File: config.mk
export PLATFORM = sky130hd
export DESIGN_NAME = pi_seq_cntrl
export DESIGN_NICKNAME = d
export VERILOG_FILES = /design/src/rtl/pi_seq_cntrl.sv
export SDC_FILE = /design/constraint.sdc
export NUM_CORES = 1
export LEC_CHECK = 0
export BUFFER_PORTS_ARGS = -buffer_cell sky130_fd_sc_hd__buf_2
export CORE_MARGIN = 3
export CORE_UTILIZATION = 50
export DETAILED_ROUTE_END_ITERATION = 8
export PLACE_DENSITY_LB_ADDON = 0.05
export SETUP_SLACK_MARGIN = 0.05
export SLEW_MARGIN = 15
export SYNTH_ARGS = -nofsm -noshare
export SYNTH_HDL_FRONTEND = slang
export SYNTH_SLANG_ARGS = --single-unit
File: constraint.sdc
create_clock -name clk -period 2.05 [get_ports clk]
set_input_delay 0.1025 -clock clk [delete_from_list [all_inputs] [get_ports clk]]
set_output_delay 0.1025 -clock clk [all_outputs]
set_load 0.1 [all_outputs]
File: src/rtl/pi_seq_cntrl.sv
// Sequences two A2D conversions, then steps the shared ALU through the PI microprogram.
// Latency: 14 cycles go->done, counting the go cycle in IDLE, when each conversion completes in one cycle.
// Backpressure: waits in WAIT_A/WAIT_B for cnv_cmplt. go is sampled only in IDLE; a go while busy is dropped.
//
// Ports:
//   clk, rst            rising-edge clock, synchronous active-high reset
//   go                  start one control cycle (sampled only in IDLE)
//   cnv_cmplt, a2d_res  A2D handshake and result (the result feeds the ALU directly)
//   dst                 ALU result, captured into the state registers
//   strt_cnv, chnnl     A2D start pulse and channel select
//   src1sel, src0sel    ALU operand selects
//   multiply, sub, mult2, mult4, saturate   ALU op flags
//   accum, pcomp, error, intgrl, icomp      state registers fed back to the ALU
//   lft, rht            motor outputs, held between updates
//   busy, done          busy outside IDLE; done pulses in the cycle lft is written
module pi_seq_cntrl #(
  parameter logic [2:0] CH_A      = 3'd0,
  parameter logic [2:0] CH_B      = 3'd1,
  parameter int         INT_DEC_W = 2
) (
  input  logic        clk,
  input  logic        rst,
  input  logic        go,
  input  logic        cnv_cmplt,
  input  logic [11:0] a2d_res,
  input  logic [15:0] dst,
  output logic        strt_cnv,
  output logic [2:0]  chnnl,
  output logic [2:0]  src1sel,
  output logic [2:0]  src0sel,
  output logic        multiply,
  output logic        sub,
  output logic        mult2,
  output logic        mult4,
  output logic        saturate,
  output logic [15:0] accum,
  output logic [15:0] pcomp,
  output logic [11:0] error,
  output logic [11:0] intgrl,
  output logic [11:0] icomp,
  output logic [11:0] lft,
  output logic [11:0] rht,
  output logic        busy,
  output logic        done
);

  // ALU src1 operand encodings
  localparam logic [2:0] S1_ACCUM = 3'd0;
  localparam logic [2:0] S1_ITERM = 3'd1;
  localparam logic [2:0] S1_ERROR = 3'd2;
  localparam logic [2:0] S1_ERRS4 = 3'd3;
  localparam logic [2:0] S1_FWD   = 3'd4;

  // ALU src0 operand encodings
  localparam logic [2:0] S0_A2D    = 3'd0;
  localparam logic [2:0] S0_INTGRL = 3'd1;
  localparam logic [2:0] S0_ICOMP  = 3'd2;
  localparam logic [2:0] S0_PCOMP  = 3'd3;
  localparam logic [2:0] S0_PTERM  = 3'd4;

  localparam logic [INT_DEC_W-1:0] DEC_ONE = {{(INT_DEC_W-1){1'b0}}, 1'b1};

  typedef enum logic [3:0] {
    IDLE   = 4'd0,
    CNV_A  = 4'd1,
    WAIT_A = 4'd2,
    ACC_A  = 4'd3,
    CNV_B  = 4'd4,
    WAIT_B = 4'd5,
    ERR    = 4'd6,
    INTG   = 4'd7,
    ICMP   = 4'd8,
    PCMP   = 4'd9,
    RHT0   = 4'd10,
    RHT    = 4'd11,
    LFT0   = 4'd12,
    LFT    = 4'd13
  } state_t;

  state_t state, nxt_state;

  // Register-load strobes decoded from the current state
  logic clr_accum;
  logic ld_accum;
  logic ld_error;
  logic ld_intgrl;
  logic ld_icomp;
  logic ld_pcomp;
  logic ld_rht;
  logic ld_lft;
  logic inc_dec;

  logic [INT_DEC_W-1:0] dec_cnt;

  // a2d_res is wired straight into the ALU; the sequencer never looks at it.
  logic unused_a2d;
  assign unused_a2d = ^a2d_res;

  // ---------------------------------------------------------------------------
  // Next state, ALU controls and register strobes
  // ---------------------------------------------------------------------------
  always_comb begin
    nxt_state = state;
    strt_cnv  = 1'b0;
    chnnl     = 3'd0;
    src1sel   = S1_ACCUM;
    src0sel   = S0_A2D;
    multiply  = 1'b0;
    sub       = 1'b0;
    mult2     = 1'b0;
    mult4     = 1'b0;
    saturate  = 1'b0;
    busy      = 1'b1;
    done      = 1'b0;
    clr_accum = 1'b0;
    ld_accum  = 1'b0;
    ld_error  = 1'b0;
    ld_intgrl = 1'b0;
    ld_icomp  = 1'b0;
    ld_pcomp  = 1'b0;
    ld_rht    = 1'b0;
    ld_lft    = 1'b0;
    inc_dec   = 1'b0;

    unique case (state)
      IDLE: begin
        busy = 1'b0;
        if (go) begin
          clr_accum = 1'b1;
          nxt_state = CNV_A;
        end
      end
      CNV_A: begin
        strt_cnv  = 1'b1;
        chnnl     = CH_A;
        nxt_state = WAIT_A;
      end
      WAIT_A: begin
        chnnl = CH_A;
        if (cnv_cmplt) nxt_state = ACC_A;
      end
      ACC_A: begin
        src1sel   = S1_ACCUM;
        src0sel   = S0_A2D;
        ld_accum  = 1'b1;
        nxt_state = CNV_B;
      end
      CNV_B: begin
        strt_cnv  = 1'b1;
        chnnl     = CH_B;
        nxt_state = WAIT_B;
      end
      WAIT_B: begin
        chnnl = CH_B;
        if (cnv_cmplt) nxt_state = ERR;
      end
      ERR: begin
        src1sel   = S1_ACCUM;
        src0sel   = S0_A2D;
        sub       = 1'b1;
        saturate  = 1'b1;
        ld_error  = 1'b1;
        nxt_state = INTG;
      end
      INTG: begin
        // Integrator is decimated: the sum is formed every run but only
        // committed when the decimation counter is all ones.
        src1sel   = S1_ERRS4;
        src0sel   = S0_INTGRL;
        saturate  = 1'b1;
        ld_intgrl = &dec_cnt;
        nxt_state = ICMP;
      end
      ICMP: begin
        src1sel   = S1_ITERM;
        src0sel   = S0_INTGRL;
        multiply  = 1'b1;
        saturate  = 1'b1;
        ld_icomp  = 1'b1;
        nxt_state = PCMP;
      end
      PCMP: begin
        src1sel   = S1_ERROR;
        src0sel   = S0_PTERM;
        multiply  = 1'b1;
        ld_pcomp  = 1'b1;
        nxt_state = RHT0;
      end
      RHT0: begin
        src1sel   = S1_FWD;
        src0sel   = S0_PCOMP;
        sub       = 1'b1;
        ld_accum  = 1'b1;
        nxt_state = RHT;
      end
      RHT: begin
        src1sel   = S1_ACCUM;
        src0sel   = S0_ICOMP;
        sub       = 1'b1;
        saturate  = 1'b1;
        ld_rht    = 1'b1;
        nxt_state = LFT0;
      end
      LFT0: begin
        src1sel   = S1_FWD;
        src0sel   = S0_PCOMP;
        ld_accum  = 1'b1;
        nxt_state = LFT;
      end
      LFT: begin
        src1sel   = S1_ACCUM;
        src0sel   = S0_ICOMP;
        saturate  = 1'b1;
        ld_lft    = 1'b1;
        inc_dec   = 1'b1;
        done      = 1'b1;
        nxt_state = IDLE;
      end
      default: begin
        busy      = 1'b0;
        nxt_state = IDLE;
      end
    endcase
  end

  // ---------------------------------------------------------------------------
  // State register and datapath registers
  // ---------------------------------------------------------------------------
  always_ff @(posedge clk) begin
    if (rst) begin
      state   <= IDLE;
      accum   <= 16'd0;
      pcomp   <= 16'd0;
      error   <= 12'd0;
      intgrl  <= 12'd0;
      icomp   <= 12'd0;
      lft     <= 12'd0;
      rht     <= 12'd0;
      dec_cnt <= '0;
    end else begin
      state <= nxt_state;

      if (clr_accum)     accum <= 16'd0;
      else if (ld_accum) accum <= dst;

      if (ld_error)  error  <= dst[11:0];
      if (ld_intgrl) intgrl <= dst[11:0];
      if (ld_icomp)  icomp  <= dst[11:0];
      if (ld_pcomp)  pcomp  <= dst;
      if (ld_rht)    rht    <= dst[11:0];
      if (ld_lft)    lft    <= dst[11:0];

      // Free-running wrap; counts completed runs only (an aborted run does not count).
      if (inc_dec) dec_cnt <= dec_cnt + DEC_ONE;
    end
  end

endmodule

* After elaboration in Yosys (flattened, before gate mapping)
Cells that the tools add are included.
Storage, ports and cells: flip-flop bits (word level) 98, bits of input ports 32, logic and storage cells 61
Operators by class: add/sub/neg operators 1, equality and inequality tests 16, multiplexer cells 21, reduce and logical (&&, ||, !) cells 14
Operators by type and width (number):
- $pmux 4 s13 | 1
- $eq 4x4->1 const B | 6
- $pmux 3 s4 | 2
- $eq 4x3->1 const B | 4
- $mux 1 | 15
- $reduce_or 2->1 | 7
- $reduce_or 13->1 | 1
- $mux 4 | 3
- $eq 4x2->1 const B | 2
- $ne 2x2->1 const B | 3
- $reduce_or 3->1 | 2
- $reduce_or 5->1 | 1
- $eq 4x1->1 const B | 1
- $logic_not 4->1 | 1
- $reduce_and 3->1 | 1
- $add 2x1->2 const B | 1
- $reduce_and 2->1 | 1

* Longest topological paths before layout
Gate-level depths: netlist of run 1.
depth after elaboration 3, gate-level depth with buffers 7, depth with buffers taken out 4

* Worst setup path after synthesis of run 1
No wires, ideal clock.
path kind reg2out, start point register state[2], end point output src1sel[1], data arrival time 4278 ps, setup slack -2331 ps, stages on the path, launching flop included 6, path buffers 2, path through dfxtp_1 > buf_2 > buf_2 > nor3b_1 > nor2b_1 > nor2_1
Between the ends: cells in the longest elaborated chain, start to end 3, elaborated cells between the ends (all ways) 7, classes of those cells eq/ne (5); mux (1); reduce/logical (1)
Ends and longest elaborated chain:
- start: declaration | line 80 | state_t state, nxt_state;
- start signal: assignment | line 241 | state <= nxt_state;
- $eq 4x4->1 | line 125 | unique case (state)
- $reduce_or 2->1 (no source line)
- $pmux 3 s4 (*) | line 125
- end: declaration | line 29 | output logic [2:0] src1sel,
Mark *: on every way between the ends. The rest lies on a longest branch, timed or not.

* Worst setup path after layout of run 1
start point register state[3], end point output busy
Between the ends: cells in the longest elaborated chain, start to end 3, elaborated cells between the ends (all ways) 15, classes of those cells eq/ne (13); mux (1); reduce/logical (1)
Ends and longest elaborated chain:
- $eq 4x3->1 (tied with other cells) | line 125
- $reduce_or 13->1 (no source line) (*)
- $mux 1 (*) | line 125
- end: declaration | line 43 | output logic busy,
Marks and branches as above.

==> results of run 1 <==
cells by family (layout without fill, tap and decap cells):
group,after synthesis,count (layout),synth area share
other cells,1,4,0.0009129
fa+ha+maj,1,1,0.003046
compound gates,134,134,0.1691
flops,98,98,0.4776
xor+xnor,3,3,0.006398
simple gates,208,208,0.2431
buf+inv,53,173,0.05818
mux,17,17,0.04173
where the power goes:
group | total (W) | leakage, nW | switching (W) | internal (W)
logic | 0.000498 | 1.40 | 0.000349 | 0.000149
clock network | 0.00121 | 0.0998 | 0.000712 | 0.000501
registers | 0.00193 | 0.791 | 0.0000135 | 0.00192
registers in the layout (all words and copies together), names as in the netlist:
register,flops
dec_cnt,2
lft,12
pcomp,16
intgrl,12
error,12
icomp,12
state,4
accum,16
rht,12
final cells by class:
class,count,share of cell area
tap,102,0.02402
timing repair buffer,151,0.1936
clock buffer,10,0.02591
sequential,98,0.3702
inverter,6,0.004475
multi-input combinational,367,0.3714
clock inverter,6,0.01036
synth_stat cells (2+ instances only):
master       n
nand3b_1     2
o21ai_0     47
nor3b_1      2
dfxtp_1     98
buf_2       17
nand4bb_1    2
nand4b_1     3
nor2b_1     35
nor3_1       2
and2_1       3
mux2i_1     16
inv_1        4
buf_4        5
nand3_1     13
xnor2_1      2
clkbuf_1    24
and4b_1      2
nand2_1    131
inv_2        2
nor2_1       5
a21oi_1     82
o21a_1       2
and4bb_2     2
worst max-delay path, cell delays in order (launching register included):
cell and delay [ns]:
dfxtp_1 0.38, or4_1 0.71, and2_1 0.24, buf_12 0.17
worst paths after layout:
check | from | to | slack [ns] | depth (start not counted)
worst min register to register | lft[8]$_SDFFE_PP0P_ | lft[8]$_SDFFE_PP0P_ | 0.46 | 2
worst max register to register | state[3]$_SDFFE_PP0P_ | accum[6]$_SDFFE_PP0P_ | 0.35 | 5
worst max-delay path | state[3]$_SDFFE_PP0P_ | busy | 0.09 | 3
worst min-delay path | cnv_cmplt | state[0]$_SDFFE_PP0P_ | 0.06 | 3
per-stage QoR:
stage / setup slack (ns) / TNS (ns) / instances
detailed placement: 0.3272 / 0 / 715
floorplan: -0.1938 / -0.3546 / 518
global placement: 0.3569 / 0 / 715
finish: 0.09275 / 0 / 740
CTS: 0.06973 / 0 / 736
global route: 0.006751 / 0 / 740
routing by layer:
layer  share of wire  vias to the layer above  wire (µm)
li1                -                     1937          -
met1            0.43                     1806       4861
met2            0.50                      130       5634
met3           0.063                       10        715
met4           0.011                        0        120
met5               0                        -          0
repair_timing:
action / CTS / global route
hold endpoints to repair: 4 / 0
setup endpoints to repair: 3 / 5
gates cloned: 0 / 0
pin swaps: 1 / 0
buffers inserted: 1 / 4
resized for setup: 4 / 2
hold buffers: 4 / 0
==> flow_summary.yaml, run 1 <==
outcome:
  outcome: "complete, no violations"
floorplan:
  core_um2: 7848
  ios: 141
  start_util: 0.5234
  die_w_um: 96.64
  die_area_um2: 9339
  num_rows: 32
  die_h_um: 96.64
synth:
  synth_edf_count: 0
  synth_top_area_frac: 0.4776
  ys_ff_latch: 98
  ys.flop_type: "dfxtp_1"
  postSynthAreaPerCell_um2: 7.976
  synth_cell_types: 37
  yosys_warnings: 0
  synth_area_leaders: "dfxtp_1 (48%), nand2_1 (12%), a21oi_1 (10%)"
  ys_seq_area_frac: 0.4776
  synth_top_cell_by_area: "dfxtp_1"
  netlist_area_um2: 4108
  synthCells: 515
  async_flop_share: 0
worst_setup_path:
  crit_fanout: 9
  worstPathRequired_ns: 1.95
  worst_ep_arrival_time_ns: 1.85
  crit_path_start_kind: "register"
  endpoint_kind: "output pin"
  criticalPathCategory: "register to output pin"
routing:
  vias: 3883
  drt-total-wl_um: 11330
  via_per_inst: 5.247
  postRouteAntennaNets: 0
  first_pass_iters: 4
  routedWlPerCell_um: 15.31
  drt_iter0_drc: 191
  drc: 0
layout:
  syn_to_final_growth_pct: 29.33
  diodes: 0
  layout_commonest_cell: "nand2_1"
  final_cell_mix: "nand2_1 (130), buf_2 (111), dfxtp_1 (96)"
  regArea_um2: 1967
  drive_gt1_frac: 0.2853
  utilization: 0.6770
  finalNetCount: 666
  final_cell_area_um2: 5313
  multi_input_area_um2: 1973
  n_fill_cell: 683
cts:
  clk_pin_slew_ns: 0.09
  htree_levels: 3
  clock-sinks: 98
  insertion_delay_ns: 0.36
  cts_buffers: 9
  cts-root-buf: "clkbuf_8"
  cts_max_path_buffers: 2
  cts_tree: "yes"
hold_path:
  min_path_type: "input port to register"
power:
  cellLeakagePower_nw: 2.287
  peakVddDrop_mv: 0.3779
  p_total_w: 0.003640
  p_per_area_nw_per_um2: 685.2
global_routing:
  grt_first_pass_wirelength_um: 18150
  grt_start_max_net_pins: 80
  grt_usage: 0.2368
  use_met3: 0.05191
  grt_pass1_vias: 3593
  grt-ovfl-total: 0
  grt-busiest-layer: "met2"
  grt_antenna_before_repair: 0
  grt_use_met2: 0.4029
  use_met1: 0.3017
timing:
  setup_viol: 0
  period_needed_ns: 1.957
  timing.fmax_mhz: 510.9
  finalHoldViolations: 0
  slew_violations: 0
  timing.hold.ws_ns: 0.05736
  tightest_slew_ns: 0.8040
  fin_crit_sh: 0.9548
  rsz0062_at_grt: "yes"
  maxSlewHeadroom: 0.4640
  fin_skew_ns: 0.01300
placement:
  gp_congestion: 0.7827
  port_buffers: 124
  place_area_um2: 5026
  dp_hpwl_um: 7516
flow_run:
  maxCapViolCount: 0
(Power assumes the default switching activity.)
==> inputs of run 2 (changes only) <==
--- a/config.mk
+++ b/config.mk
@@ -7,9 +7,9 @@
 export LEC_CHECK = 0
 export BUFFER_PORTS_ARGS = -buffer_cell sky130_fd_sc_hd__buf_2
 export CORE_MARGIN = 3
-export CORE_UTILIZATION = 50
+export CORE_UTILIZATION = 54
 export DETAILED_ROUTE_END_ITERATION = 8
-export PLACE_DENSITY_LB_ADDON = 0.05
+export PLACE_DENSITY = 0.85
 export SETUP_SLACK_MARGIN = 0.05
 export SLEW_MARGIN = 15
 export SYNTH_ARGS = -nofsm -noshare
==> constraint.sdc (replaced) <==
create_clock -name clk -period 2.4 [get_ports clk]
set_input_delay 0.12 -clock clk [delete_from_list [all_inputs] [get_ports clk]]
set_output_delay 0.12 -clock clk [all_outputs]
set_load 0.1 [all_outputs]
==> flow_summary.yaml, run 2 (synthesis gave the netlist of run 1 again) <==
layout:
  n_fill_cell: 598
  finalNetCount: 653
  final_cell_mix: "nand2_1 (130), buf_2 (117), dfxtp_1 (98)"
  layout_commonest_cell: "nand2_1"
  drive_gt1_frac: 0.2616
  multi_input_area_um2: 1942
  syn_to_final_growth_pct: 23.33
  diodes: 0
  regArea_um2: 1962
  top_regs: "accum (16), pcomp (16)"
timing:
  fin_skew_ns: 0.009256
  finalHoldViolations: 0
  timing.hold.ws_ns: 0.01799
  fin_crit_sh: 0.9204
  setup_viol: 0
  tightest_slew_ns: 0.7392
  slew_violations: 0
  rsz0062_at_grt: "no"
  finalWorstSetupSlack_ns: 0.1912
  maxSlewHeadroom: 0.5066
  period_needed_ns: 2.209
  timing.fmax_mhz: 452.7
floorplan:
  die_w_um: 93.22
  die_area_um2: 8689
  core_um2: 7331
  start_util: 0.5603
  num_rows: 31
  ios: 141
  die_h_um: 93.22
placement:
  gp_congestion: 0.7976
  pre_cts_slack_ns: 0.5457
  port_buffers: 124
  dp_hpwl_um: 7523
cts:
  htree_levels: 3
  clk_pin_slew_ns: 0.09
  cts_buffers: 9
  clock-sinks: 98
  insertion_delay_ns: 0.36
  cts_setup_buffers: 0
  cts_tree: "yes"
  cts-root-buf: "clkbuf_8"
  cts_max_path_buffers: 2
worst_setup_path:
  reg2reg_setup_slack_ns: 0.51
  crit_fanout: 24
  startpoint: "state[3]$_SDFFE_PP0P_"
  endpoint_kind: "output pin"
  crit_path_end: "src0sel[0]"
  cp_slowest_stage_delay_ns: 0.76
  worst-path-stages: 4
  r2r_start: "state[2]$_SDFFE_PP0P_"
  criticalPathCategory: "register to output pin"
  r2r-end: "error[3]$_SDFFE_PP0P_"
  worst_ep_arrival_time_ns: 2.09
  cp_cell_sequence: "or4b_1, nand2_2, or2_2, buf_12"
  reg2regPathDepth: 4
  slowest_stage: "dfxtp_1"
  path_buf_inv: 1
  crit_path_start_kind: "register"
  worstPathRequired_ns: 2.28
  critPathTopFamily: "simple AND/OR/NAND/NOR gates"
global_routing:
  grt_antenna_before_repair: 0
  grt_pass1_vias: 3571
  use_met1: 0.3196
  grt_first_pass_wirelength_um: 17280
  grt_start_max_net_pins: 75
  use_met3: 0.07643
  grt-busiest-layer: "met2"
  grt_usage: 0.2530
  grt_use_met2: 0.4133
  grt-ovfl-total: 0
routing:
  routedWlPerCell_um: 15.55
  drt_iter0_drc: 215
  postRouteAntennaNets: 0
  vias: 3956
  drc: 0
  first_pass_iters: 4
  drt-total-wl_um: 11230
  via_per_inst: 5.479
power:
  p_per_area_nw_per_um2: 605.6
  cellLeakagePower_nw: 2.203
  peakVddDrop_mv: 0.4710
flow_run:
  maxCapViolCount: 0
outcome:
  outcome: "complete, no violations"
hold_path:
  min_path_type: "input port to register"
==> run 2: how the worst min path moves through the flow <==
stage | start | to | slack (ns) | depth (start not counted)
after CTS | dst[14] | pcomp[14]$_SDFFE_PP0P_ | 0.005 | 3
final | dst[14] | pcomp[14]$_SDFFE_PP0P_ | 0.02 | 3
after floorplan | dst[0] | pcomp[0]$_SDFFE_PP0P_ | 0.26 | 2
after global placement | dst[12] | pcomp[12]$_SDFFE_PP0P_ | 0.37 | 3
after detailed placement | dst[12] | pcomp[12]$_SDFFE_PP0P_ | 0.38 | 3
after global routing | dst[14] | pcomp[14]$_SDFFE_PP0P_ | 0.01 | 3
==> run 2: cell type report <==
| cell class | count | share of cell area |
|---|---|---|
| inverters | 6 | 0.004446 |
| clock buffers | 10 | 0.02717 |
| clock inverters | 4 | 0.01037 |
| well taps | 99 | 0.02445 |
| flip-flops and latches | 98 | 0.3873 |
| repair buffers | 138 | 0.1630 |
| multi-input cells | 367 | 0.3833 |
==> run 2: power by group <==
part / switching [W] / leakage [nW] / internal, W
Clock: 0.000545 / 0.0986 / 0.000503
Sequential: 0.0000239 / 0.790 / 0.00163
Combinational: 0.000272 / 1.31 / 0.0000887
Total: 0.000841 / 2.20 / 0.00223
==> run 2: per-layer routing <==
metal | wire (µm) | part of all wire | vias up
li1 | - | - | 1909
met1 | 4488 | 0.40 | 1849
met5 | 0 | 0 | -
met2 | 5457 | 0.49 | 174
met3 | 1044 | 0.093 | 24
met4 | 236 | 0.021 | 0
==> run 2: stage by stage <==
| stage | instances | util | power, W | setup TNS, ns | instance area (µm²) |
|---|---|---|---|---|---|
| after global placement | 705 | 0.6610 | 0.002043 | 0 | 4846 |
| after floorplan | 518 | - | 0.001954 | -0.5197 | 4143 |
| final | 722 | 0.6911 | 0.003068 | 0 | 5066 |
| after detailed placement | 705 | 0.6610 | 0.002050 | 0 | 4846 |
| after CTS | 722 | 0.6911 | 0.003079 | 0 | 5066 |
| after global routing | 722 | 0.6911 | 0.003173 | 0 | 5066 |
==> run 2: tightest hold or removal path, stage by stage <==
cell	delay [ns]
buf_2	0.11
nand2_1	0.05
a21oi_1	0.05
==> run 2: what timing repair did <==
action,4_1_cts,5_1_grt
gates resized for setup,0,0
hold endpoints to repair,3,0
hold buffers,3,0
